[config.mk]
export PLATFORM = sky130hd
export DESIGN_NAME = yutorina_bus_arbiter
export DESIGN_NICKNAME = d
export VERILOG_FILES = /design/src/rtl/yutorina_bus_pkg.sv /design/src/rtl/yutorina_bus_rr_pick.sv /design/src/rtl/yutorina_bus_arbiter.sv
export SDC_FILE = /design/constraint.sdc
export NUM_CORES = 1
export LEC_CHECK = 0
export ABC_AREA = 1
export ABC_CLOCK_PERIOD_IN_PS = 2650
export BUFFER_PORTS_ARGS = -buffer_cell sky130_fd_sc_hd__buf_2
export CAP_MARGIN = 20
export CELL_PAD_IN_SITES_DETAIL_PLACEMENT = 2
export CELL_PAD_IN_SITES_GLOBAL_PLACEMENT = 2
export CORE_UTILIZATION = 27
export CTS_CLUSTER_SIZE = 25
export DETAILED_ROUTE_END_ITERATION = 8
export PLACE_DENSITY_LB_ADDON = 0.1
export REMOVE_ABC_BUFFERS = 1
export SKIP_CTS_REPAIR_TIMING = 1
export SYNTH_ARGS = -nofsm -noshare
export SYNTH_HDL_FRONTEND = slang
export SYNTH_HIERARCHICAL = 1
export SYNTH_SLANG_ARGS = --single-unit
[constraint.sdc]
create_clock -name clk -period 2.65 [get_ports clk]
set_input_delay 0.795 -clock clk [delete_from_list [all_inputs] [get_ports clk]]
set_output_delay 0.795 -clock clk [all_outputs]
set_load 0.02 [all_outputs]
[src/rtl/yutorina_bus_pkg.sv]
// Shared bus constants: owner encoding, hold counter width and the active-low
// grant levels used by the bus arbiter and its picker.
package yutorina_bus_pkg;

    localparam int BUS_OWNER_W     = 2;
    localparam int BUS_HOLD_CNT_W  = 8;
    localparam int BUS_NUM_MASTERS = 4;

    typedef logic [BUS_OWNER_W-1:0]    bus_owner_t;
    typedef logic [BUS_HOLD_CNT_W-1:0] bus_hold_cnt_t;

    localparam bus_owner_t BUS_OWNER_MASTER_0 = 2'd0;
    localparam bus_owner_t BUS_OWNER_MASTER_1 = 2'd1;
    localparam bus_owner_t BUS_OWNER_MASTER_2 = 2'd2;
    localparam bus_owner_t BUS_OWNER_MASTER_3 = 2'd3;

    localparam logic ENABLE_  = 1'b0;
    localparam logic DISABLE_ = 1'b1;

    // One-hot-low grant pattern for a given owner index.
    function automatic logic [BUS_NUM_MASTERS-1:0] grant_decode(input bus_owner_t o);
        logic [BUS_NUM_MASTERS-1:0] g;
        g    = {BUS_NUM_MASTERS{DISABLE_}};
        g[o] = ENABLE_;
        return g;
    endfunction

endpackage

[src/rtl/yutorina_bus_rr_pick.sv]
// Combinational round-robin picker: first active request after the current
// owner, scanning owner+1, owner+2, owner+3 (mod 4). The owner itself is never picked.
module yutorina_bus_rr_pick
    import yutorina_bus_pkg::*;
(
    input  logic [1:0] owner,
    input  logic [3:0] req,
    output logic [1:0] next_owner,
    output logic       found
);

    logic [1:0] cand;

    // Walk from the farthest offset down so the nearest requester wins.
    always_comb begin
        next_owner = owner;
        found      = 1'b0;
        cand       = owner;
        for (int i = BUS_NUM_MASTERS - 1; i >= 1; i--) begin
            cand = owner + BUS_OWNER_W'(i);
            if (req[cand]) begin
                next_owner = cand;
                found      = 1'b1;
            end
        end
    end

endmodule

[src/rtl/yutorina_bus_arbiter.sv]
// Four-master round-robin bus arbiter with active-low requests/grants and an
// optional hold limit that forces rotation while others are waiting.
module yutorina_bus_arbiter
    import yutorina_bus_pkg::*;
#(
    parameter int HOLD_MAX   = 0,
    parameter int HOLD_CNT_W = 8
) (
    input  logic       clk,
    input  logic       reset,
    input  logic       m0_req_,
    input  logic       m1_req_,
    input  logic       m2_req_,
    input  logic       m3_req_,
    output logic       m0_grnt_,
    output logic       m1_grnt_,
    output logic       m2_grnt_,
    output logic       m3_grnt_,
    output logic [1:0] owner
);

    localparam logic [HOLD_CNT_W-1:0] HOLD_LIMIT = HOLD_CNT_W'(HOLD_MAX);
    localparam bit HOLD_EN = (HOLD_MAX != 0);

    bus_owner_t              owner_q;
    bus_owner_t              next_owner;
    bus_owner_t              pick_owner;
    logic                    pick_found;
    logic [HOLD_CNT_W-1:0]   hold_cnt;
    logic [HOLD_CNT_W-1:0]   next_hold_cnt;
    logic [3:0]              req;
    logic [3:0]              grnt_q;
    logic                    owner_req;

    assign req       = ~{m3_req_, m2_req_, m1_req_, m0_req_};
    assign owner_req = req[owner_q];

    yutorina_bus_rr_pick u_pick (
        .owner      (owner_q),
        .req        (req),
        .next_owner (pick_owner),
        .found      (pick_found)
    );

    // Release hands off to the next requester; a saturated hold does the same
    // only when someone else is actually waiting.
    always_comb begin
        next_owner    = owner_q;
        next_hold_cnt = hold_cnt;
        if (!owner_req) begin
            if (pick_found) next_owner = pick_owner;
        end else if (HOLD_EN && (hold_cnt == HOLD_LIMIT) && pick_found) begin
            next_owner = pick_owner;
        end

        if (next_owner != owner_q)
            next_hold_cnt = '0;
        else if (!owner_req)
            next_hold_cnt = '0;
        else if (hold_cnt != HOLD_LIMIT)
            next_hold_cnt = hold_cnt + HOLD_CNT_W'(1);
    end

    always_ff @(posedge clk or posedge reset) begin
        if (reset) begin
            owner_q  <= BUS_OWNER_MASTER_0;
            hold_cnt <= '0;
            grnt_q   <= grant_decode(BUS_OWNER_MASTER_0);
        end else begin
            owner_q  <= next_owner;
            hold_cnt <= next_hold_cnt;
            grnt_q   <= grant_decode(next_owner);
        end
    end

    assign owner    = owner_q;
    assign m0_grnt_ = grnt_q[0];
    assign m1_grnt_ = grnt_q[1];
    assign m2_grnt_ = grnt_q[2];
    assign m3_grnt_ = grnt_q[3];

endmodule

# Word-level counts from Yosys, hierarchy flattened
# Cells that the tools add are included.
# op_classes
add_sub_neg	3
order_cmp	6
n_mux	18
n_bitwise	2
reduce_logical	1
# op_table
op	n
less-than comparator 2 x 3 -> 1 bit (second input constant)	5
two-way mux 2 bit	5
binary-select mux 1 bit (select 2 bit)	4
two-way mux 1 bit	8
NOT 4 bit	2
adder 2 bit (second input constant)	2
adder 2 x 1 -> 2 bit (second input constant)	1
demux 1 bit (select 2 bit)	1
>= comparator 2 x 1 -> 1 bit (second input constant)	1
logical AND 1 bit	1
# word_totals
regBits	6
in_bits	6
output_inout_bits	6
word_cells	32

# Logic depth before layout (Yosys ltp)
# Gate-level depths: netlist (run 1).
# depth
word_depth	13
mapped_depth	15
ltp_nobuf	15

# By module
# Netlist (run 1), hierarchy kept.
# by_module_without_submodules
mod	n_inst	cells_per_inst	area_each_um2	seq_area_each_um2
yutorina_bus_arbiter	1	42	315.3	153.9
yutorina_bus_rr_pick	1	46	211.5	0.0

# Worst setup path after synthesis (run 1)
# No wires, ideal clock.
# synth_timing
path_type	input to register
startpoint	input m0_req_
endpoint	register grnt_q[0]
setup_ps	118
arrival_ps	1781
required_ps	2532
slack_ps	752
path_stages	11
path_buffers	0
cell_sequence	inv_1 > nand2_1 > o21ai_0 > or2_1 > or2_1 > nand2_1 > o21ai_1 > inv_1 > nand2_1 > nand2_1 > nand2_1
# synth_via
elab_chain_cells	13
elab_cells_between_ends	23
classes_between	order compare: 2; mux: 18; bitwise: 2; reduce/logical: 1
# synth_rtl
item	line_no	text
from (decl)	yutorina_bus_arbiter.sv:11	input logic m0_req_,
NOT 4 bit (*)	yutorina_bus_arbiter.sv:35	assign req = ~{m3_req_, m2_req_, m1_req_, m0_req_};
binary-select mux 1 bit (select 2 bit)	yutorina_bus_rr_pick.sv:21	if (req[cand]) begin
two-way mux 1 bit (implied by the code)	yutorina_bus_rr_pick.sv:21	
two-way mux 1 bit (2 in a row)	yutorina_bus_rr_pick.sv:21	
two-way mux 1 bit (*)	yutorina_bus_rr_pick.sv:21	
named net pick_found	yutorina_bus_arbiter.sv:28	logic pick_found;
two-way mux 2 bit (*)	yutorina_bus_arbiter.sv:51	if (pick_found) next_owner = pick_owner;
two-way mux 2 bit (*)	yutorina_bus_arbiter.sv:50	if (!owner_req) begin
less-than comparator 2 x 3 -> 1 bit (implied by the code) or >= comparator 2 x 1 -> 1 bit (tied branches)	yutorina_bus_pkg.sv:24	g[o] = ENABLE_;
logical AND 1 bit (implied by the code)	yutorina_bus_pkg.sv:24	
two-way mux 1 bit (implied by the code)	yutorina_bus_pkg.sv:24	
demux 1 bit (select 2 bit) (*)	yutorina_bus_pkg.sv:24	
NOT 4 bit (no source line) (*)	--	
to (signal assigned)	yutorina_bus_arbiter.sv:68	grnt_q <= grant_decode(BUS_OWNER_MASTER_0);
to (signal assigned)	yutorina_bus_arbiter.sv:72	grnt_q <= grant_decode(next_owner);
to (decl)	yutorina_bus_arbiter.sv:32	logic [3:0] grnt_q;
# Mark *: on every way through the listed nets, which the timed path passes. The rest lies on a longest branch. The select of a mux whose other input is x is not followed.

# Final worst setup path (run 1)
# layout_timing
startpoint	register owner_q[0] (netlist: owner[0])
endpoint	register grnt_q[2]
# layout_via
elab_chain_cells	13
elab_cells_between_ends	25
classes_between	add/sub: 3; order compare: 2; mux: 18; bitwise: 1; reduce/logical: 1
# layout_rtl
item	line_no	text
from (decl)	yutorina_bus_arbiter.sv:25	bus_owner_t owner_q;
from (signal assigned)	yutorina_bus_arbiter.sv:70	owner_q <= next_owner;
adder 2 bit	yutorina_bus_rr_pick.sv:20	cand = owner + BUS_OWNER_W'(i);
binary-select mux 1 bit (select 2 bit)	yutorina_bus_rr_pick.sv:21	
two-way mux 1 bit (implied by the code)	yutorina_bus_rr_pick.sv:21	
two-way mux 1 bit (2 in a row)	yutorina_bus_rr_pick.sv:21	
two-way mux 1 bit (*)	yutorina_bus_rr_pick.sv:21	
named net pick_found	yutorina_bus_arbiter.sv:28	
two-way mux 2 bit (*)	yutorina_bus_arbiter.sv:51	
two-way mux 2 bit (*)	yutorina_bus_arbiter.sv:50	
less-than comparator 2 x 3 -> 1 bit (implied by the code) or >= comparator 2 x 1 -> 1 bit (tied branches)	yutorina_bus_pkg.sv:24	
logical AND 1 bit (implied by the code)	yutorina_bus_pkg.sv:24	
two-way mux 1 bit (implied by the code)	yutorina_bus_pkg.sv:24	
demux 1 bit (select 2 bit) (*)	yutorina_bus_pkg.sv:24	
NOT 4 bit (no source line) (*)	--	
# Marked as above.

==> flow_metrics.py, run 1 <==
metrics = {
    "placement": {
        "io_buffers": 11,
        "place.gp.congestion": 0.763,
        "place_hpwl_mm": 1.23,
        "place_ws_ns": 0.398,
    },
    "synthesis": {
        "synthTopCellsByCount": "nand2_1 (42), inv_1 (16), nand3_1 (8)",
        "synth_area_leaders": "nand2_1 (30%), dfstp_2 (15%), dfrtp_1 (14%), inv_1 (11%), nand3_1 (7.6%)",
        "synth.most_common_cell": "nand2_1",
        "synthesis.area_um2": 527,
        "synth_edf_count": 0,
        "async_flop_share": 1.00,
        "synth.avg_cell_area_um2": 5.99,
        "synthFlopType": "dfstp_2",
        "ys_types": 15,
        "yosys.area.top_type": "nand2_1",
        "syn_inst": 88,
        "synth_seq_cells": 6,
        "yosys_warnings": 6,
        "seq_area_frac_synth": 0.292,
        "synth_top_cell_area_share": 0.299,
    },
    "floorplanning": {
        "io_pins": 12,
        "rows": 15,
        "start_util": 0.295,
        "die_height_um": 46.2,
        "die-area_um2": 2130,
        "fp.dieW_um": 46.2,
        "core_area_um2": 1780,
    },
    "setup_path": {
        "arrival_ns": 2.15,
        "cp_max_fo": 14,
        "required_ns": 2.83,
        "rr_endpoint": "grnt_q[2]",
        "critPathLaunchType": "flop",
        "reg2reg_depth": 8,
        "critPathKind": "flop to flop",
        "rrSetupSlack_ns": 0.67,
        "crit_path_end_kind": "flop",
        "timing.rr.start": "owner[0]",
    },
    "finish": {
        "antennaDiodeCount": 0,
        "multiInputGateArea_um2": 289,
        "finalNetCount": 109,
        "area_delta_synth_final_pct": 19.2,
        "num-fill-cells": 249,
        "final_core_util": 0.352,
        "regArea_um2": 154,
        "drive_gt1_frac": 0.255,
    },
    "global_route": {
        "antenna_found_initial": 0,
        "grt_usage": 0.153,
        "overflow": 0,
        "grt_max_degree": 15,
        "grt_pass1_vias": 581,
        "grt_pass1_wl_mm": 2.40,
    },
    "sta": {
        "tightest_slew_ns": 0.514,
        "hold_viol": 0,
        "post-route-worst-setup-slack_ns": 0.672,
        "finalSetupViolCount": 0,
        "period_needed_ns": 1.98,
        "clock_skew_ns": 0.00919,
        "fin_crit_sh": 0.747,
        "fmaxAchievable_mhz": 505,
        "whs_ns": 0.457,
        "slew_violations": 0,
        "rsz0062_at_grt": "false",
        "tns_ns": 0,
        "relSlewSlack": 0.657,
    },
    "pwr": {
        "power.density_nw_per_um2": 1380,
        "leakagePower_nw": 0.379,
        "finalPower_w": 0.000868,
        "ir_drop_mv": 0.395,
    },
    "clocking": {
        "ctsHtreeMaxLevel": 1,
        "clk_path_buf_depth": 2,
        "cts-root-buf": "clkbuf_4",
        "clock_latency_ns": 0.24,
        "tritoncts": "yes",
        "clk_pin_slew_ns": 0.05,
        "clock-sinks": 6,
        "cts_buffers": 3,
    },
    "status": {
        "outcome": "finished clean",
    },
    "route": {
        "vias": 549,
        "drt_pass1_iterations": 5,
        "drtIter0Drc": 9,
        "wl_mm": 1.41,
        "routedWlPerCell_um": 11.1,
        "drtAntennaViolNets": 0,
        "drt_drc_violations_left": 0,
        "viasPerCell": 4.32,
    },
    "hold_path": {
        "hold_path_class": "input port to async pin",
    },
    "run": {
        "maxCapViolations": 0,
    },
}
## sequential cells by signal (all words and copies together) (netlist names)
name	count
grnt_q	4
owner	2
## critical path: stages, from the launching register on
cell	delay (ns)
dfrtp_1	0.66
o21ai_0	0.26
or2_1	0.27
or2_1	0.26
o21ai_1	0.20
inv_1	0.07
nand2_1	0.07
nand2_1	0.07
nand2_1	0.06
## power by group
part	switching (W)	total [W]	leakage, nW	internal, W
logic	0.000390	0.000582	0.297	0.000192
clock network	0.0000313	0.0000882	0.0150	0.0000569
registers	0.0000568	0.000198	0.0670	0.000141
## layer usage
metal,track usage,wire [um],share of wire,vias to the layer above
met5,0,0,0,-
met4,0.0176,0,0,0
met3,0.0235,26,0.018,0
met2,0.270,703,0.50,8
met1,0.199,681,0.48,252
li1,-,-,-,289
## per-stage QoR
stage,area [um^2],instances
floorplan,515,87
global placement,602,123
detailed placement,602,123
CTS,628,127
global route,628,127
finish,628,127
## layout make-up
type | count | area share
multi-input cells | 63 | 0.460
flip-flops and latches | 6 | 0.245
inverters | 18 | 0.116
repair buffers | 11 | 0.0876
well taps | 25 | 0.0498
clock buffers | 4 | 0.0418
## layout by cell type (no fill, tap or decap)
master    synthesis  routed
nand3_2           2       2
inv_1            16      16
or2_1             2       2
dfrtp_1           3       3
nand2_1          42      42
nand3b_1          1       1
buf_2             0      11
o21ai_0           1       1
dfstp_2           3       3
nand2_2           4       4
nand2_4           1       1
inv_6             1       1
inv_2             1       1
nand3_1           8       8
o21ai_1           2       2
clkbuf_4          0       3
clkbuf_1          0       1
## kinds of logic after synthesis
| kind of cell | Yosys count | share of synthesized area |
|---|---|---|
| simple gates | 60 | 0.520 |
| buf+inv | 19 | 0.159 |
| compound gates | 3 | 0.0285 |
| flops | 6 | 0.292 |
## how the worst max path moves through the flow
stage               slack, ns      from  depth (start not counted)        end
CTS                      0.62  owner[0]                          8  grnt_q[2]
global route             0.46  owner[0]                          8  grnt_q[2]
detailed placement       0.40   m1_req_                         15  grnt_q[0]
global placement         0.50   m1_req_                         15  grnt_q[0]
finish                   0.67  owner[0]                          8  grnt_q[2]
floorplan                0.72   m0_req_                         11  grnt_q[0]
Note: power is estimated with default switching activity, not from simulation.
==> run 2, diff against run 1 <==
--- a/config.mk
+++ b/config.mk
@@ -5,13 +5,13 @@
 export SDC_FILE = /design/constraint.sdc
 export NUM_CORES = 1
 export LEC_CHECK = 0
-export ABC_AREA = 1
-export ABC_CLOCK_PERIOD_IN_PS = 2650
+export ABC_AREA = 0
+export ABC_CLOCK_PERIOD_IN_PS = 1850
 export BUFFER_PORTS_ARGS = -buffer_cell sky130_fd_sc_hd__buf_2
 export CAP_MARGIN = 20
 export CELL_PAD_IN_SITES_DETAIL_PLACEMENT = 2
 export CELL_PAD_IN_SITES_GLOBAL_PLACEMENT = 2
-export CORE_UTILIZATION = 27
+export CORE_UTILIZATION = 28
 export CTS_CLUSTER_SIZE = 25
 export DETAILED_ROUTE_END_ITERATION = 8
 export PLACE_DENSITY_LB_ADDON = 0.1
==> constraint.sdc (replaced) <==
create_clock -name clk -period 1.85 [get_ports clk]
set_input_delay 0.555 -clock clk [delete_from_list [all_inputs] [get_ports clk]]
set_output_delay 0.555 -clock clk [all_outputs]
set_load 0.02 [all_outputs]
==> run 2 against run 1 <==
Net effect: the flow now finishes with violations (DRC); sequential cell count stayed put; sequential share of layout area is 0.80 points lower; fmax is 16% higher; non-clock buffer count is 11 higher; die area is 11% lower; power is 23% higher; clock skew is 0.0028 ns lower; register-to-register slack worse by 0.52 ns; critical endpoint is now grnt_q[0]; largest cell class unchanged; largest power group unchanged; highest routed layer unchanged.
==> flow_metrics.py, run 2 <==
metrics = {
    "finish": {
        "largest_register_ffs": 4,
        "finalNetCount": 87,
        "antennaDiodeCount": 0,
        "area_delta_synth_final_pct": 34.8,
        "mostFrequentLayoutCells": "inv_1 (11), buf_2 (11), buf_4 (11), a21oi_1 (5), a31oi_1 (5)",
        "max_flop_register": "grnt_q",
        "drive_gt1_frac": 0.400,
    },
    "pwr": {
        "leakagePower_nw": 0.320,
        "ir_drop_mv": 0.479,
        "power.density_nw_per_um2": 1650,
    },
    "floorplanning": {
        "rows": 14,
        "fp.dieW_um": 43.5,
        "core_area_um2": 1560,
        "start_util": 0.309,
        "die_height_um": 43.5,
        "die-area_um2": 1890,
        "io_pins": 12,
    },
    "sta": {
        "fmaxAchievable_mhz": 587,
        "clock_skew_ns": 0.00637,
        "slew_violations": 0,
        "post-route-worst-setup-slack_ns": 0.147,
        "rsz0062_at_grt": "false",
        "finalSetupViolCount": 0,
        "period_needed_ns": 1.70,
        "hold_viol": 0,
        "tightest_slew_ns": 0.356,
        "relSlewSlack": 0.756,
        "whs_ns": 0.205,
        "fin_crit_sh": 0.921,
    },
    "route": {
        "wl_mm": 1.36,
        "drtAntennaViolNets": 0,
        "drtIter0Drc": 2,
        "drt_pass1_iterations": 5,
        "drt_drc_violations_left": 2,
        "vias": 495,
        "routedWlPerCell_um": 14.2,
        "viasPerCell": 5.16,
    },
    "synthesis": {
        "synth_area_leaders": "dfstp_2 (16%), dfrtp_1 (16%), inv_1 (8.6%), a31oi_1 (6.5%), mux2i_1 (6.2%)",
        "synth.most_common_cell": "inv_1",
        "yosys_warnings": 6,
        "synth.avg_cell_area_um2": 8.60,
        "synth_top_cell_area_share": 0.164,
        "async_flop_share": 1.00,
        "synth_seq_cells": 6,
        "synth_edf_count": 0,
        "yosys.area.top_type": "dfstp_2",
        "seq_area_frac_synth": 0.319,
        "synthFlopType": "dfstp_2",
        "ys_types": 23,
        "syn_inst": 56,
        "synthTopCellsByCount": "inv_1 (11), a21oi_1 (5), a31oi_1 (5)",
        "synthesis.area_um2": 482,
    },
    "setup_path": {
        "critPathLaunchType": "flop",
        "crit_end": "grnt_q[0]",
        "critPathKind": "flop to flop",
        "cp_max_fo": 10,
        "required_ns": 1.96,
        "arrival_ns": 1.82,
        "crit_path_end_kind": "flop",
        "timing.rr.start": "owner[1]",
        "crit_path_start": "owner[1]",
        "rr_endpoint": "grnt_q[0]",
        "rrSetupSlack_ns": 0.15,
        "reg2reg_depth": 6,
    },
    "clocking": {
        "cts_buffers": 3,
        "tritoncts": "yes",
        "clock_latency_ns": 0.24,
        "clk_pin_slew_ns": 0.05,
        "ctsHtreeMaxLevel": 1,
        "cts-root-buf": "clkbuf_4",
        "clock-sinks": 6,
        "clk_path_buf_depth": 2,
    },
    "placement": {
        "place_ws_ns": -0.0515,
        "io_buffers": 11,
        "place.gp.congestion": 0.744,
        "place_hpwl_mm": 1.20,
    },
    "global_route": {
        "grt_pass1_vias": 568,
        "overflow": 0,
        "antenna_found_initial": 0,
        "grt_usage": 0.178,
        "grt_max_degree": 11,
        "grt_pass1_wl_mm": 2.48,
    },
    "hold_path": {
        "hold_path_class": "input port to async pin",
    },
    "status": {
        "violations": "DRC",
        "outcome": "complete, but fails checks",
    },
    "run": {
        "maxCapViolations": 0,
    },
}
run 2: cell types whose count changed in the layout (fill, tap and decap cells not counted), sizes merged, moves of 2 or more:
cell	change
a211oi	+4
a21oi	+5
a31oi	+5
buf	+11
inv	-7
mux2i	+3
nand2	-43
nand3	-10
nor2b	+4
nor3	+2
o21ai	-2
o2bb2ai	+2
or2	-2
run 2: worst min-delay path by stage:
stage,end,depth (start not counted),from,slack (ns)
after floorplan,grnt_q[0],1,reset,0.34
after global placement,grnt_q[0],2,reset,0.46
after detailed placement,grnt_q[0],2,reset,0.47
after CTS,owner[0],2,reset,0.20
after global routing,owner[0],2,reset,0.21
final,owner[0],2,reset,0.20
run 2: logic make-up after synthesis:
| family | after synthesis | synth area share |
|---|---|---|
| compound gates | 21 | 0.306 |
| mux | 4 | 0.0935 |
| simple gates | 12 | 0.161 |
| flops | 6 | 0.319 |
| buf+inv | 13 | 0.119 |
run 2: metrics by stage:
step	setup TNS, ns	instances	cell area (um^2)	util	total power [W]
final	0	96	649	0.417	0.00107
after global routing	0	96	649	0.417	0.00116
after CTS	0	96	649	0.417	0.00109
after floorplan	0	54	465	-	0.000680
after global placement	0	92	623	0.400	0.000933
after detailed placement	-0.134	92	623	0.400	0.000951
run 2: critical path: stages, from the launching register on:
cell	delay [ns]
dfrtp_1	0.50
nor2b_4	0.19
o21ai_1	0.15
o21a_1	0.20
nor2b_1	0.24
o2bb2ai_2	0.18
a31oi_1	0.11
run 2: layout make-up:
cell class                      instances  area, um^2
Clock buffer                            4        26.3
Fill cell                             196         910
Inverter                               11        41.3
Multi-Input combinational cell         37         270
Sequential cell                         6         154
Tap cell                               16        20.0
Timing Repair Buffer                   22         138
run 2: routing by layer:
layer | vias to the layer above | wire (um) | global-route usage
met5 | - | 0 | 0
met4 | 0 | 0 | 0.0938
met3 | 0 | 23 | 0.0250
met2 | 11 | 717 | 0.318
met1 | 236 | 620 | 0.204
li1 | 248 | - | -
run 2: where the power goes:
group	leakage (nW)	switching [W]	internal, W
logic	0.240	0.000385	0.000303
registers	0.0647	0.0000500	0.000205
clock network	0.0150	0.0000464	0.0000816
total	0.320	0.000481	0.000589
